===== src/rtl/seq_muldiv_if.sv =====
// Request/result bundle between the EX stage and the iterative multiply/divide unit.
// The EX stage drives the master side; seq_muldiv implements the slave side.
interface seq_muldiv_if #(
  parameter int unsigned WIDTH = 32
);
  logic             start;
  logic [2:0]       op;
  logic [WIDTH-1:0] data_x;
  logic [WIDTH-1:0] data_y;
  logic             flush;
  logic             busy;
  logic             done;
  logic [WIDTH-1:0] hi;
  logic [WIDTH-1:0] lo;

  modport master (
    output start, op, data_x, data_y, flush,
    input  busy, done, hi, lo
  );

  modport slave (
    input  start, op, data_x, data_y, flush,
    output busy, done, hi, lo
  );
endinterface


===== src/rtl/seq_muldiv.sv =====
// Iterative MULT/MULTU/DIV/DIVU unit with architectural HI/LO and MTHI/MTLO writes.
// Optional MULDIV_FAST_MULT_EN: multiplies use a single-cycle product and commit one edge later.
module seq_muldiv #(
  parameter int unsigned WIDTH = 32,
  parameter int unsigned ITER  = 32
) (
  input logic          clk,
  input logic          rst_n,
  seq_muldiv_if.slave  bus
);

  localparam int unsigned CntW = $clog2(ITER);

  typedef enum logic [1:0] {StIdle, StCalc, StFix} state_e;

  state_e r_state, w_state_d;

  logic [WIDTH-1:0] r_hi, r_lo;
  // r_acc:r_q is the shared product / remainder:quotient register pair
  logic [WIDTH-1:0] r_acc, r_q, r_m, r_x;
  logic             r_is_div, r_neg_q, r_neg_r, r_done;
  logic [CntW-1:0]  r_cnt;

  logic             w_busy, w_accept, w_md, w_is_mul, w_signed;
  logic             w_x_neg, w_y_neg;
  logic [WIDTH-1:0] w_x_mag, w_y_mag;
  logic             w_last_iter;

  assign w_md     = ~bus.op[2];
  assign w_is_mul = w_md & ~bus.op[1];
  assign w_signed = ~bus.op[0];
  assign w_accept = (r_state == StIdle) & bus.start & ~bus.flush;
  assign w_x_neg  = w_signed & bus.data_x[WIDTH-1];
  assign w_y_neg  = w_signed & bus.data_y[WIDTH-1];
  assign w_x_mag  = w_x_neg ? -bus.data_x : bus.data_x;
  assign w_y_mag  = w_y_neg ? -bus.data_y : bus.data_y;
  assign w_last_iter = (r_cnt == CntW'(ITER - 1));

  // Shift-add multiply step: add multiplicand when LSB set, then shift the pair right.
  logic [WIDTH:0] w_add;
  assign w_add = {1'b0, r_acc} + (r_q[0] ? {1'b0, r_m} : '0);

  // Restoring divide step on the left-shifted partial remainder.
  logic [WIDTH:0]   w_shift;
  logic             w_ge;
  logic [WIDTH-1:0] w_sub;
  assign w_shift = {r_acc, r_q[WIDTH-1]};
  assign w_ge    = (w_shift >= {1'b0, r_m});
  assign w_sub   = w_shift[WIDTH-1:0] - r_m;

  logic [2*WIDTH-1:0] w_prod, w_prod_s;
  logic [WIDTH-1:0]   w_fix_hi, w_fix_lo;
  assign w_prod   = {r_acc, r_q};
  assign w_prod_s = r_neg_q ? -w_prod : w_prod;

  always_comb begin
    w_fix_hi = w_prod_s[2*WIDTH-1:WIDTH];
    w_fix_lo = w_prod_s[WIDTH-1:0];
    if (r_is_div) begin
      if (r_m == '0) begin
        w_fix_hi = r_x;
        w_fix_lo = '1;
      end else begin
        w_fix_hi = r_neg_r ? -r_acc : r_acc;
        w_fix_lo = r_neg_q ? -r_q : r_q;
      end
    end
  end

`ifdef MULDIV_FAST_MULT_EN
  logic [2*WIDTH-1:0] w_fast_prod;
  assign w_fast_prod = (2*WIDTH)'(w_x_mag) * (2*WIDTH)'(w_y_mag);
`endif

  always_ff @(posedge clk or negedge rst_n) begin
    if (!rst_n) begin
      r_state <= StIdle;
    end else begin
      r_state <= w_state_d;
    end
  end

  always_comb begin
    w_state_d = r_state;
    unique case (r_state)
      StIdle: begin
        if (w_accept && w_md) begin
`ifdef MULDIV_FAST_MULT_EN
          w_state_d = w_is_mul ? StFix : StCalc;
`else
          w_state_d = StCalc;
`endif
        end
      end
      StCalc: begin
        if (bus.flush)        w_state_d = StIdle;
        else if (w_last_iter) w_state_d = StFix;
      end
      StFix:   w_state_d = StIdle;
      default: w_state_d = StIdle;
    endcase
  end

  always_comb begin
    w_busy = (r_state != StIdle);
  end

  assign bus.busy = w_busy;
  assign bus.done = r_done;
  assign bus.hi   = r_hi;
  assign bus.lo   = r_lo;

  always_ff @(posedge clk or negedge rst_n) begin
    if (!rst_n) begin
      r_hi     <= '0;
      r_lo     <= '0;
      r_acc    <= '0;
      r_q      <= '0;
      r_m      <= '0;
      r_x      <= '0;
      r_is_div <= 1'b0;
      r_neg_q  <= 1'b0;
      r_neg_r  <= 1'b0;
      r_done   <= 1'b0;
      r_cnt    <= '0;
    end else begin
      r_done <= 1'b0;
      case (r_state)
        StIdle: begin
          if (w_accept) begin
            if (bus.op == 3'd4) r_hi <= bus.data_x;
            if (bus.op == 3'd5) r_lo <= bus.data_x;
            if (w_md) begin
              r_acc    <= '0;
              r_q      <= w_x_mag;
              r_m      <= w_y_mag;
              r_x      <= bus.data_x;
              r_is_div <= bus.op[1];
              r_neg_q  <= w_x_neg ^ w_y_neg;
              r_neg_r  <= w_x_neg;
              r_cnt    <= '0;
`ifdef MULDIV_FAST_MULT_EN
              if (w_is_mul) {r_acc, r_q} <= w_fast_prod;
`endif
            end
          end
        end
        StCalc: begin
          if (!bus.flush) begin
            r_cnt <= r_cnt + 1'b1;
            if (r_is_div) begin
              r_acc <= w_ge ? w_sub : w_shift[WIDTH-1:0];
              r_q   <= {r_q[WIDTH-2:0], w_ge};
            end else begin
              r_acc <= w_add[WIDTH:1];
              r_q   <= {w_add[0], r_q[WIDTH-1:1]};
            end
          end
        end
        StFix: begin
          if (!bus.flush) begin
            r_hi   <= w_fix_hi;
            r_lo   <= w_fix_lo;
            r_done <= 1'b1;
          end
        end
        default: ;
      endcase
    end
  end

endmodule

===== src/flat_wrapper.sv =====
// flat-port wrapper written by rule: the top's interface ports become plain ports
module seq_muldiv_flat 
#(
  parameter int unsigned WIDTH = 32,
  parameter int unsigned ITER  = 32
)
  (clk, rst_n, bus_start, bus_op, bus_data_x, bus_data_y, bus_flush, bus_busy, bus_done, bus_hi, bus_lo);
  seq_muldiv_if #(.WIDTH(WIDTH)) bus_i ();
  input logic clk;
  input logic rst_n;
  input wire logic [$bits(bus_i.start)-1:0] bus_start;
  input wire logic [$bits(bus_i.op)-1:0] bus_op;
  input wire logic [$bits(bus_i.data_x)-1:0] bus_data_x;
  input wire logic [$bits(bus_i.data_y)-1:0] bus_data_y;
  input wire logic [$bits(bus_i.flush)-1:0] bus_flush;
  output wire logic [$bits(bus_i.busy)-1:0] bus_busy;
  output wire logic [$bits(bus_i.done)-1:0] bus_done;
  output wire logic [$bits(bus_i.hi)-1:0] bus_hi;
  output wire logic [$bits(bus_i.lo)-1:0] bus_lo;
  assign bus_i.start = bus_start;
  assign bus_i.op = bus_op;
  assign bus_i.data_x = bus_data_x;
  assign bus_i.data_y = bus_data_y;
  assign bus_i.flush = bus_flush;
  assign bus_busy = bus_i.busy;
  assign bus_done = bus_i.done;
  assign bus_hi = bus_i.hi;
  assign bus_lo = bus_i.lo;
  seq_muldiv #(.WIDTH(WIDTH), .ITER(ITER)) u_core (.clk(clk), .rst_n(rst_n), .bus(bus_i));
endmodule

===== config.mk =====
export PLATFORM = sky130hd
export DESIGN_NAME = seq_muldiv_flat
export DESIGN_NICKNAME = d
export VERILOG_FILES = /design/src/rtl/seq_muldiv_if.sv /design/src/rtl/seq_muldiv.sv /design/src/flat_wrapper.sv
export SDC_FILE = /design/constraint.sdc
export NUM_CORES = 1
export LEC_CHECK = 0
export BUFFER_PORTS_ARGS = -buffer_cell sky130_fd_sc_hd__buf_2
export CORE_MARGIN = 10
export CORE_UTILIZATION = 60
export DETAILED_ROUTE_END_ITERATION = 7
export GPL_ROUTABILITY_DRIVEN = 0
export PLACE_DENSITY = 0.81
export RECOVER_POWER = 50
export SYNTH_ARGS = -nofsm -noshare
export SYNTH_HDL_FRONTEND = slang
export SYNTH_SLANG_ARGS = --single-unit

===== constraint.sdc =====
create_clock -name clk -period 6.35 [get_ports clk]
set_input_delay 0 -clock clk [delete_from_list [all_inputs] [get_ports clk]]
set_output_delay 0 -clock clk [all_outputs]
set_load 0.03 [all_outputs]

# Yosys cells after proc, flatten, opt, wreduce, memory -nomap -nowiden
# Cells that the tools add are included.
# W data, S select, Z words.
dict set report classes {
  add_sub_neg 8
  n_lt_le_gt_ge 1
  n_eq_ne 13
  mux 39
  bitwise 8
  n_reduce_logical 11
}
# operator count
set ops {}
lappend ops {{$mux W32} 24}
lappend ops {{$pmux W32 S2} 4}
lappend ops {{$neg A32 Y32} 4}
lappend ops {{$mux W64} 1}
lappend ops {{$neg A64 Y64} 1}
lappend ops {{$add A32 B33 Y33} 1}
lappend ops {{$ge A33 B32 Y1} 1}
lappend ops {{$logic_not A32 Y1} 1}
lappend ops {{$sub A32 B32 Y32} 1}
lappend ops {{$mux W5} 3}
lappend ops {{$ne A2 B2 Y1 const B} 6}
lappend ops {{$reduce_and A4 Y1} 3}
lappend ops {{$pmux W5 S2} 1}
lappend ops {{$eq A3 B3 Y1 const B} 2}
lappend ops {{$mux W2} 3}
lappend ops {{$reduce_bool A2 Y1} 3}
lappend ops {{$add A5 B1 Y5 const B} 1}
lappend ops {{$eq A5 B5 Y1 const B} 1}
lappend ops {{$and A1 B1 Y1} 4}
lappend ops {{$pmux W2 S2} 1}
lappend ops {{$ne A3 B2 Y1 const B} 1}
lappend ops {{$not A1 Y1} 3}
lappend ops {{$reduce_and A3 Y1} 1}
lappend ops {{$eq A2 B1 Y1 const B} 1}
lappend ops {{other kinds (7)} 8}
dict set report totals {
  reg_bits 203
  input_bits 71
  output_inout_bits 66
}

# Logic depth before layout (Yosys ltp)
# Gate-level depths: netlist of run 1.
dict set report depth {
  word_depth 6
  ltp_mapped 15
}

# Least setup slack after synthesis of run 1
# Ideal clock, no wire load.
dict set report synth_path {
  path_kind {reg-to-reg}
  start {register u_core.r_q[14]}
  end {register u_core.r_hi[29] (netlist: u_core.bus.hi[29])}
  setup_time_ps 104
  arrival_time_ps 3413
  required_time_ps 6246
  path_slack_ps 2833
  path_stages_with_launch 11
  path_buffers 1
  path_cell_list {dfrtp_1 or4_4 or4_4 or4_1 buf_2 or4_4 or2_4 o31ai_2 xnor2_1 nand2_1 a221oi_1}
}
dict set report synth_via {
  elab_chain_cells 5
}
# element line_no
set synth_rtl {}
lappend synth_rtl {{from (decl)} seq_muldiv.sv:20} ;# logic [WIDTH-1:0] r_acc, r_q, r_m, r_x;
lappend synth_rtl {{from (signal assigned)} seq_muldiv.sv:135} ;# r_q <= w_x_mag;
lappend synth_rtl {{from (signal assigned)} seq_muldiv.sv:153} ;# r_q <= {r_q[WIDTH-2:0], w_ge};
lappend synth_rtl {{from (signal assigned)} seq_muldiv.sv:156} ;# r_q <= {w_add[0], r_q[WIDTH-1:1]};
lappend synth_rtl {{$neg A64 Y64} seq_muldiv.sv:54} ;# assign w_prod_s = r_neg_q ? -w_prod : w_prod;
lappend synth_rtl {{$mux W64} seq_muldiv.sv:54}
lappend synth_rtl {{$mux W32} seq_muldiv.sv:59} ;# if (r_is_div) begin
lappend synth_rtl {{$mux W32} seq_muldiv.sv:161} ;# if (!bus.flush) begin
lappend synth_rtl {{$pmux W32 S2} seq_muldiv.sv:128} ;# case (r_state)
lappend synth_rtl {{to (signal assigned)} seq_muldiv.sv:131} ;# if (bus.op == 3'd4) r_hi <= bus.data_x;
lappend synth_rtl {{to (signal assigned)} seq_muldiv.sv:162} ;# r_hi <= w_fix_hi;
lappend synth_rtl {{to (decl)} seq_muldiv.sv:18} ;# logic [WIDTH-1:0] r_hi, r_lo;
# Every way passes these cells. The select of a mux whose other input is x is not followed.
# A chain may end at the register's enable or synchronous reset.

# Worst setup path in the final report of run 1
dict set report layout_path {
  start {register u_core.r_q[0]}
  end {register u_core.r_hi[18] (netlist: u_core.bus.hi[18])}
}
# Same word-level chain as after synthesis.

==> flow_summary.toml, run 1 <==
[run_status]
status = "finished, violations left"
violations = "capacitance limit, slew limit"

[timing]
relSlewSlack_pct = -133
final.period_utilization_pct = 70.0
finalHoldViolCount = 0
fin_tns_setup_ns = 0
finalCriticalPeriod_ns = 4.44
finClkSkew_ns = 0.0180
drv_slew = 132
worstMarginPinSlew_ns = 3.50
setup_viol = 0
fmax_ghz = 0.225
setup_slack_ns = 1.91
rsz0062_at_grt = "false"

[worst_setup_path]
crit_chain = "inv_1 -> ha_1 -> nand4b_1 -> or4_1 -> nor4_1 -> a21oi_1 -> o21ai_0 -> o311ai_0 -> a21oi_1"
crit_top_cell = "a21oi_1"
crit_path_max_fanout = 32
worstSetupPathType = "flop to flop"
arrival_ns = 4.91
worstRegToRegCells = 9
cp.required_ns = 6.81
critical-path-slowest-cell = "nor4_1"
r2r-start = "u_core.r_q[0]"
rr_endpoint = "u_core.bus.hi[18]"
cp_slowest_stage_delay_ns = 0.97
endpoint_kind = "flop"
r2r_setup_slack_ns = 1.91
startpoint_type = "flop"

[synth]
synth_area_sq_mm = 0.0165
netlist.area_leader.share_pct = 30.8
muxShareOfSynthArea_pct = 3.83
yosysUniqueCellTypes = 72
synth_top_family_by_area = "compound AO/OA/AOI/OAI gates"
synthTopCellsByArea = "dfrtp_1 31%, o21ai_0 7.9%, nand2_1 7.7%, xnor2_1 6.0%, ha_1 5.3%"
synth-seq-area-share_pct = 30.8
ys_seq_elements = 203
synth_ff_type = "dfrtp_1"
yosysTopAreaCell = "dfrtp_1"
async_flop_share_pct = 100
synth_edf_count = 0
synthesis.nets = 2287
yosys_warnings = 0
synth_compound_area_share_pct = 24.3
synthAdderAreaFrac_pct = 5.56
netlist_instances = 2144
synthXorXnorAreaFrac_pct = 9.94
synthSimpleGateAreaFrac_pct = 20.3
avgSynthCellArea_sq_um = 7.68

[drt]
dr.first_iter.drc_count = 1867
vias = 17000
drc_errors = 0
wl_mm = 54.7
viasPerCell = 6.55
drt-wirelength-per-cell_microns = 21.0
dr.pass1.iters = 6
ant_nets = 0

[die]
die_w_microns = 186
initial_core_util_pct = 61.1
dieArea_sq_mm = 0.0345
die_height_microns = 186
core_sq_mm = 0.0270
rows = 60
ios = 137

[placement]
dpl_worst_slack_ns = 2.10
io_buffers = 136
dpl.hpwl_mm = 38.0

[power_and_ir_drop]
powerDensity_mw_per_mm2 = 451
peakVddDrop_mv = 0.472
seqPwrFrac_pct = 27.1
p_sw_mw = 4.15
sw_frac_of_total_pct = 49.6
power.internal_mw = 4.22
clkPwrFrac_pct = 16.1
pwr-share-comb_pct = 56.8
p_leak_nw = 8.21

[finish]
drive_gt1_share_pct = 6.41
nets = 2387
diodes = 0
seqCellArea_sq_mm = 0.00508
area_growth_syn_to_layout_pct = 12.9
nFillCells = 2214
multi_input_area_sq_mm = 0.0106
layout_common_cells = "338 x nand2_1, 260 x o21ai_0, 202 x dfrtp_1, 182 x nor2_1, 129 x a21oi_1"
final_common_cell = "nand2_1"

[grt]
grt_use_total_pct = 31.3
grt_pass1_vias = 16700
grt_overflow = 0
grt_first_pass_wirelength_mm = 87.8
antenna_found_initial = 0
grt_max_degree = 103

[cts]
root_buffer = "clkbuf_16"
insertion_delay_ns = 0.55
cts_tree = "built"
clockBufferDepth = 3
clock-sinks = 203
cts_made_buffers = 24
htree_levels = 1
post-cts-setup-buffers = 0
clk_pin_slew_worst_paths_ns = 0.06

[worst_hold_path]
hold_depth = 4
hp-start = "bus_flush"
worstHoldPathType = "input port to flop"
hold_path_end = "u_core.r_cnt[0]"

[run]
timing.max_cap.violations = 2
## flip-flops by register name, indices dropped and copies added (netlist names)
signal,cells
u_core.bus.done,1
u_core.bus.lo,32
u_core.r_neg_q,1
u_core.r_acc,32
u_core.r_is_div,1
u_core.r_x,32
u_core.r_neg_r,1
u_core.r_cnt,5
u_core.r_q,32
u_core.r_state,2
u_core.r_m,32
u_core.bus.hi,32
## stage by stage
stage | std cells | total power, mW | hold WS [ns] | cell area [sq um] | util (%)
final | 2602 | 8.38 | 0.0573 | 18600 | 69.0
after global routing | 2602 | 8.91 | 0.0817 | 18600 | 69.0
after CTS | 2602 | 8.22 | 0.0134 | 18700 | 69.4
after detailed placement | 2483 | 6.81 | 0.0157 | 17200 | 63.7
after global placement | 2483 | 6.68 | 0.0121 | 17200 | 63.7
after floorplan | 2144 | 5.58 | -0.296 | 16500 | -
## layer usage
layer,part of all wire [%],track usage (%),vias to the layer above
met4,5.6,16.8,0
met1,38,38.6,7924
met3,11,6.10,218
li1,-,-,7814
met5,0,0,-
met2,45,50.6,1090
## worst max-delay path, delay by kind of cell, from the launching register on
kind / cells / cell delay, ns
and+or+nand+nor: 3 / 1.83
adders and majority gates: 1 / 0.42
AOI/OAI and AO/OA: 4 / 0.79
buffers and inverters: 1 / 0.86
DFF: 1 / 0.47
## power by group through the flow
stage | logic [mW] | registers [mW] | clock network [mW]
floorplan | 3.48 | 2.10 | 0
global placement | 4.46 | 2.22 | 0
detailed placement | 4.57 | 2.24 | 0
CTS | 4.65 | 2.22 | 1.35
global route | 5.20 | 2.31 | 1.40
finish | 4.76 | 2.27 | 1.35
## cell usage after synthesis, types with 21 or more instances
cell / number
clkbuf_1: 137
mux2i_1: 63
nor3_1: 39
ha_1: 70
inv_1: 72
a221oi_1: 23
or3_1: 23
dfrtp_1: 203
o22ai_1: 38
nor2_1: 183
nor4_1: 21
xor2_1: 75
nand4_1: 21
a21o_1: 34
a21oi_1: 130
o21ai_0: 260
nand2_1: 338
xnor2_1: 112
## cell families after synthesis
kind of cell               after synthesis
and+or+nand+nor                        739
AOI/OAI and AO/OA                      651
buffers and inverters                  229
DFF                                    203
xor gates and xnor gates               187
adders and majority gates               72
muxes                                   63
## layout make-up
type / count / area share [%]
clock inverter: 10 / 0.531
tap: 341 / 2.29
clock buffer: 33 / 3.52
sequential: 203 / 27.3
inverter: 74 / 1.49
timing repair buffer: 229 / 7.97
multi-input combinational: 1712 / 56.9
## how the worst max path moves through the flow
stage | slack (ns) | cells past startpoint | to | start
after global placement | 2.25 | 12 | u_core.r_acc[29] | u_core.r_q[0]
after global routing | 1.35 | 3 | u_core.r_acc[20] | rst_n
after floorplan | 2.83 | 10 | u_core.bus.hi[29] | u_core.r_q[14]
final | 1.91 | 9 | u_core.bus.hi[18] | u_core.r_q[0]
after CTS | 2.07 | 12 | u_core.r_acc[29] | u_core.r_q[0]
after detailed placement | 2.10 | 12 | u_core.r_acc[29] | u_core.r_q[0]
## repair_timing
| action | in CTS | in global routing |
|---|---|---|
| gates resized for setup | 0 | 0 |
| hold endpoints to repair | 212 | 0 |
| hold buffers | 76 | 0 |
Note: power is estimated with default switching activity, not from simulation.
==> inputs of run 2 (changes only) <==
--- a/config.mk
+++ b/config.mk
@@ -7,10 +7,10 @@
 export LEC_CHECK = 0
 export BUFFER_PORTS_ARGS = -buffer_cell sky130_fd_sc_hd__buf_2
 export CORE_MARGIN = 10
-export CORE_UTILIZATION = 60
+export CORE_UTILIZATION = 56
 export DETAILED_ROUTE_END_ITERATION = 7
 export GPL_ROUTABILITY_DRIVEN = 0
-export PLACE_DENSITY = 0.81
+export PLACE_DENSITY = 0.79
 export RECOVER_POWER = 50
 export SYNTH_ARGS = -nofsm -noshare
 export SYNTH_HDL_FRONTEND = slang
==> constraint.sdc (replaced) <==
create_clock -name clk -period 4.05 [get_ports clk]
set_input_delay 0 -clock clk [delete_from_list [all_inputs] [get_ports clk]]
set_output_delay 0 -clock clk [all_outputs]
set_load 0.03 [all_outputs]
==> flow_summary.toml, run 2 (same netlist as run 1, synthesis figures left out) <==
[cts]
clockBufferDepth = 3
ctsResizeCount = 0
clock-sinks = 203
cts_tree = "built"
root_buffer = "clkbuf_16"
cts_made_buffers = 24
clk_pin_slew_worst_paths_ns = 0.06
htree_levels = 1
insertion_delay_ns = 0.55

[die]
die_height_microns = 191
rows = 62
initial_core_util_pct = 57.1
core_sq_mm = 0.0289
die_w_microns = 191
dieArea_sq_mm = 0.0367
ios = 137

[placement]
place_area_sq_mm = 0.0175
io_buffers = 136
dpl.hpwl_mm = 38.5

[grt]
grt_overflow = 0
antenna_found_initial = 0
grt_max_degree = 84
grt_use_total_pct = 28.4
grt_pass1_vias = 16400
grt_first_pass_wirelength_mm = 85.6

[finish]
drive_gt1_share_pct = 7.75
area_growth_syn_to_layout_pct = 15.0
diodes = 0
nFillCells = 2428
layout_common_cells = "338 x nand2_1, 260 x o21ai_0, 202 x dfrtp_1, 182 x nor2_1, 129 x a21oi_1"
final_common_cell = "nand2_1"
fin_area_sq_mm = 0.0189
nets = 2423
fin_util_pct = 65.7

[worst_setup_path]
critical-path-slowest-cell = "or4b_1"
arrival_ns = 4.21
r2r_setup_slack_ns = 0.26
endpoint_kind = "flop"
crit_start = "u_core.r_acc[1]"
cp.required_ns = 4.47
crit_chain = "inv_1 -> ha_1 -> or3b_2 -> or3_1 -> or4b_1 -> nand3b_1 -> nor3_1 -> nor2b_1 -> o32a_1 -> o311ai_0 -> a21oi_1"
startpoint_type = "flop"
worstSetupPathType = "flop to flop"
path_buf_inv = 1
r2r-start = "u_core.r_acc[1]"
crit_path_max_fanout = 8
cp_slowest_stage_delay_ns = 0.59
worstRegToRegCells = 11
rr_endpoint = "u_core.bus.hi[18]"
cp_top_family = "simple AND/OR/NAND/NOR gates"

[timing]
finClkSkew_ns = 0.0262
finalCriticalPeriod_ns = 3.79
setup_viol = 0
rsz0062_at_grt = "false"
fmax_ghz = 0.264
relSlewSlack_pct = -41.8
fin_tns_setup_ns = 0
finalHoldViolCount = 0
final.period_utilization_pct = 93.6
drv_slew = 83
worstMarginPinSlew_ns = 2.13

[drt]
dr.first_iter.drc_count = 1623
wl_mm = 53.6
drt-wirelength-per-cell_microns = 20.0
drc_errors = 0
dr.pass1.iters = 7
viasPerCell = 6.33
ant_nets = 0
vias = 17000

[run_status]
status = "finished, violations left"
violations = "capacitance limit, slew limit"

[power_and_ir_drop]
p_total_mw = 13.2
p_leak_nw = 8.40
peakVddDrop_mv = 0.470
powerDensity_mw_per_mm2 = 696

[worst_hold_path]
worstHoldPathType = "input port to flop"
hp-start = "bus_flush"
hold_depth = 5
hold_path_end = "u_core.r_cnt[4]"

[run]
timing.max_cap.violations = 1
[run 2: metrics by stage]
| step | instances | worst slack, ns | hold slack (ns) |
|---|---|---|---|
| 2_1_floorplan | 2144 | 0.533 | -0.296 |
| 3_3_place_gp | 2559 | 0.493 | 0.0821 |
| 3_5_place_dp | 2559 | 0.329 | 0.0911 |
| 4_1_cts | 2681 | 0.339 | 0.0328 |
| 5_1_grt | 2681 | 0.112 | 0.0724 |
| 6_report | 2681 | 0.258 | 0.0431 |
[run 2: worst max-delay path by stage]
stage | end | slack, ns | depth (start not counted)
2_1_floorplan | u_core.bus.hi[29] | 0.53 | 10
6_report | u_core.bus.hi[18] | 0.26 | 11
3_5_place_dp | u_core.bus.hi[18] | 0.33 | 11
5_1_grt | u_core.bus.hi[18] | 0.11 | 11
4_1_cts | u_core.bus.hi[18] | 0.34 | 11
3_3_place_gp | u_core.bus.hi[29] | 0.49 | 9
[run 2: worst min-delay path: cells and delay by family]
kind / cells / cell delay, ns
buffers and inverters: 2 / 0.34
and+or+nand+nor: 3 / 0.20
[run 2: timing repair]
action / in CTS / in global routing
hold buffers: 79 / 0
hold endpoints to repair: 239 / 0
setup buffers: 0 / 0
[run 2: layout make-up]
| type | count | area, sq um | share of cell area [%] |
|---|---|---|---|
| Tap cell | 384 | 480 | 2.54 |
| Clock buffer | 39 | 707 | 3.73 |
| Inverter | 74 | 278 | 1.47 |
| Timing Repair Buffer | 265 | 1790 | 9.44 |
| Clock inverter | 4 | 31.3 | 0.165 |
| Sequential cell | 203 | 5080 | 26.8 |
| Multi-Input combinational cell | 1712 | 10600 | 55.8 |
[run 2: where the power goes]
group	leakage, nW	switching, mW	internal, mW
clock	0.362	0.881	1.19
sequential	2.55	0.778	2.56
combinational	5.48	4.78	3.01
[run 2: routing by layer]
metal / vias up / share of wire, % / track usage, % / wire [microns]
met2: 945 / 46 / 46.4 / 24500
met4: 0 / 4.2 / 12.3 / 2270
met5: - / 0 / 0 / 0
met1: 7986 / 39 / 36.2 / 21200
li1: 7871 / - / - / -
met3: 168 / 10 / 4.97 / 5630
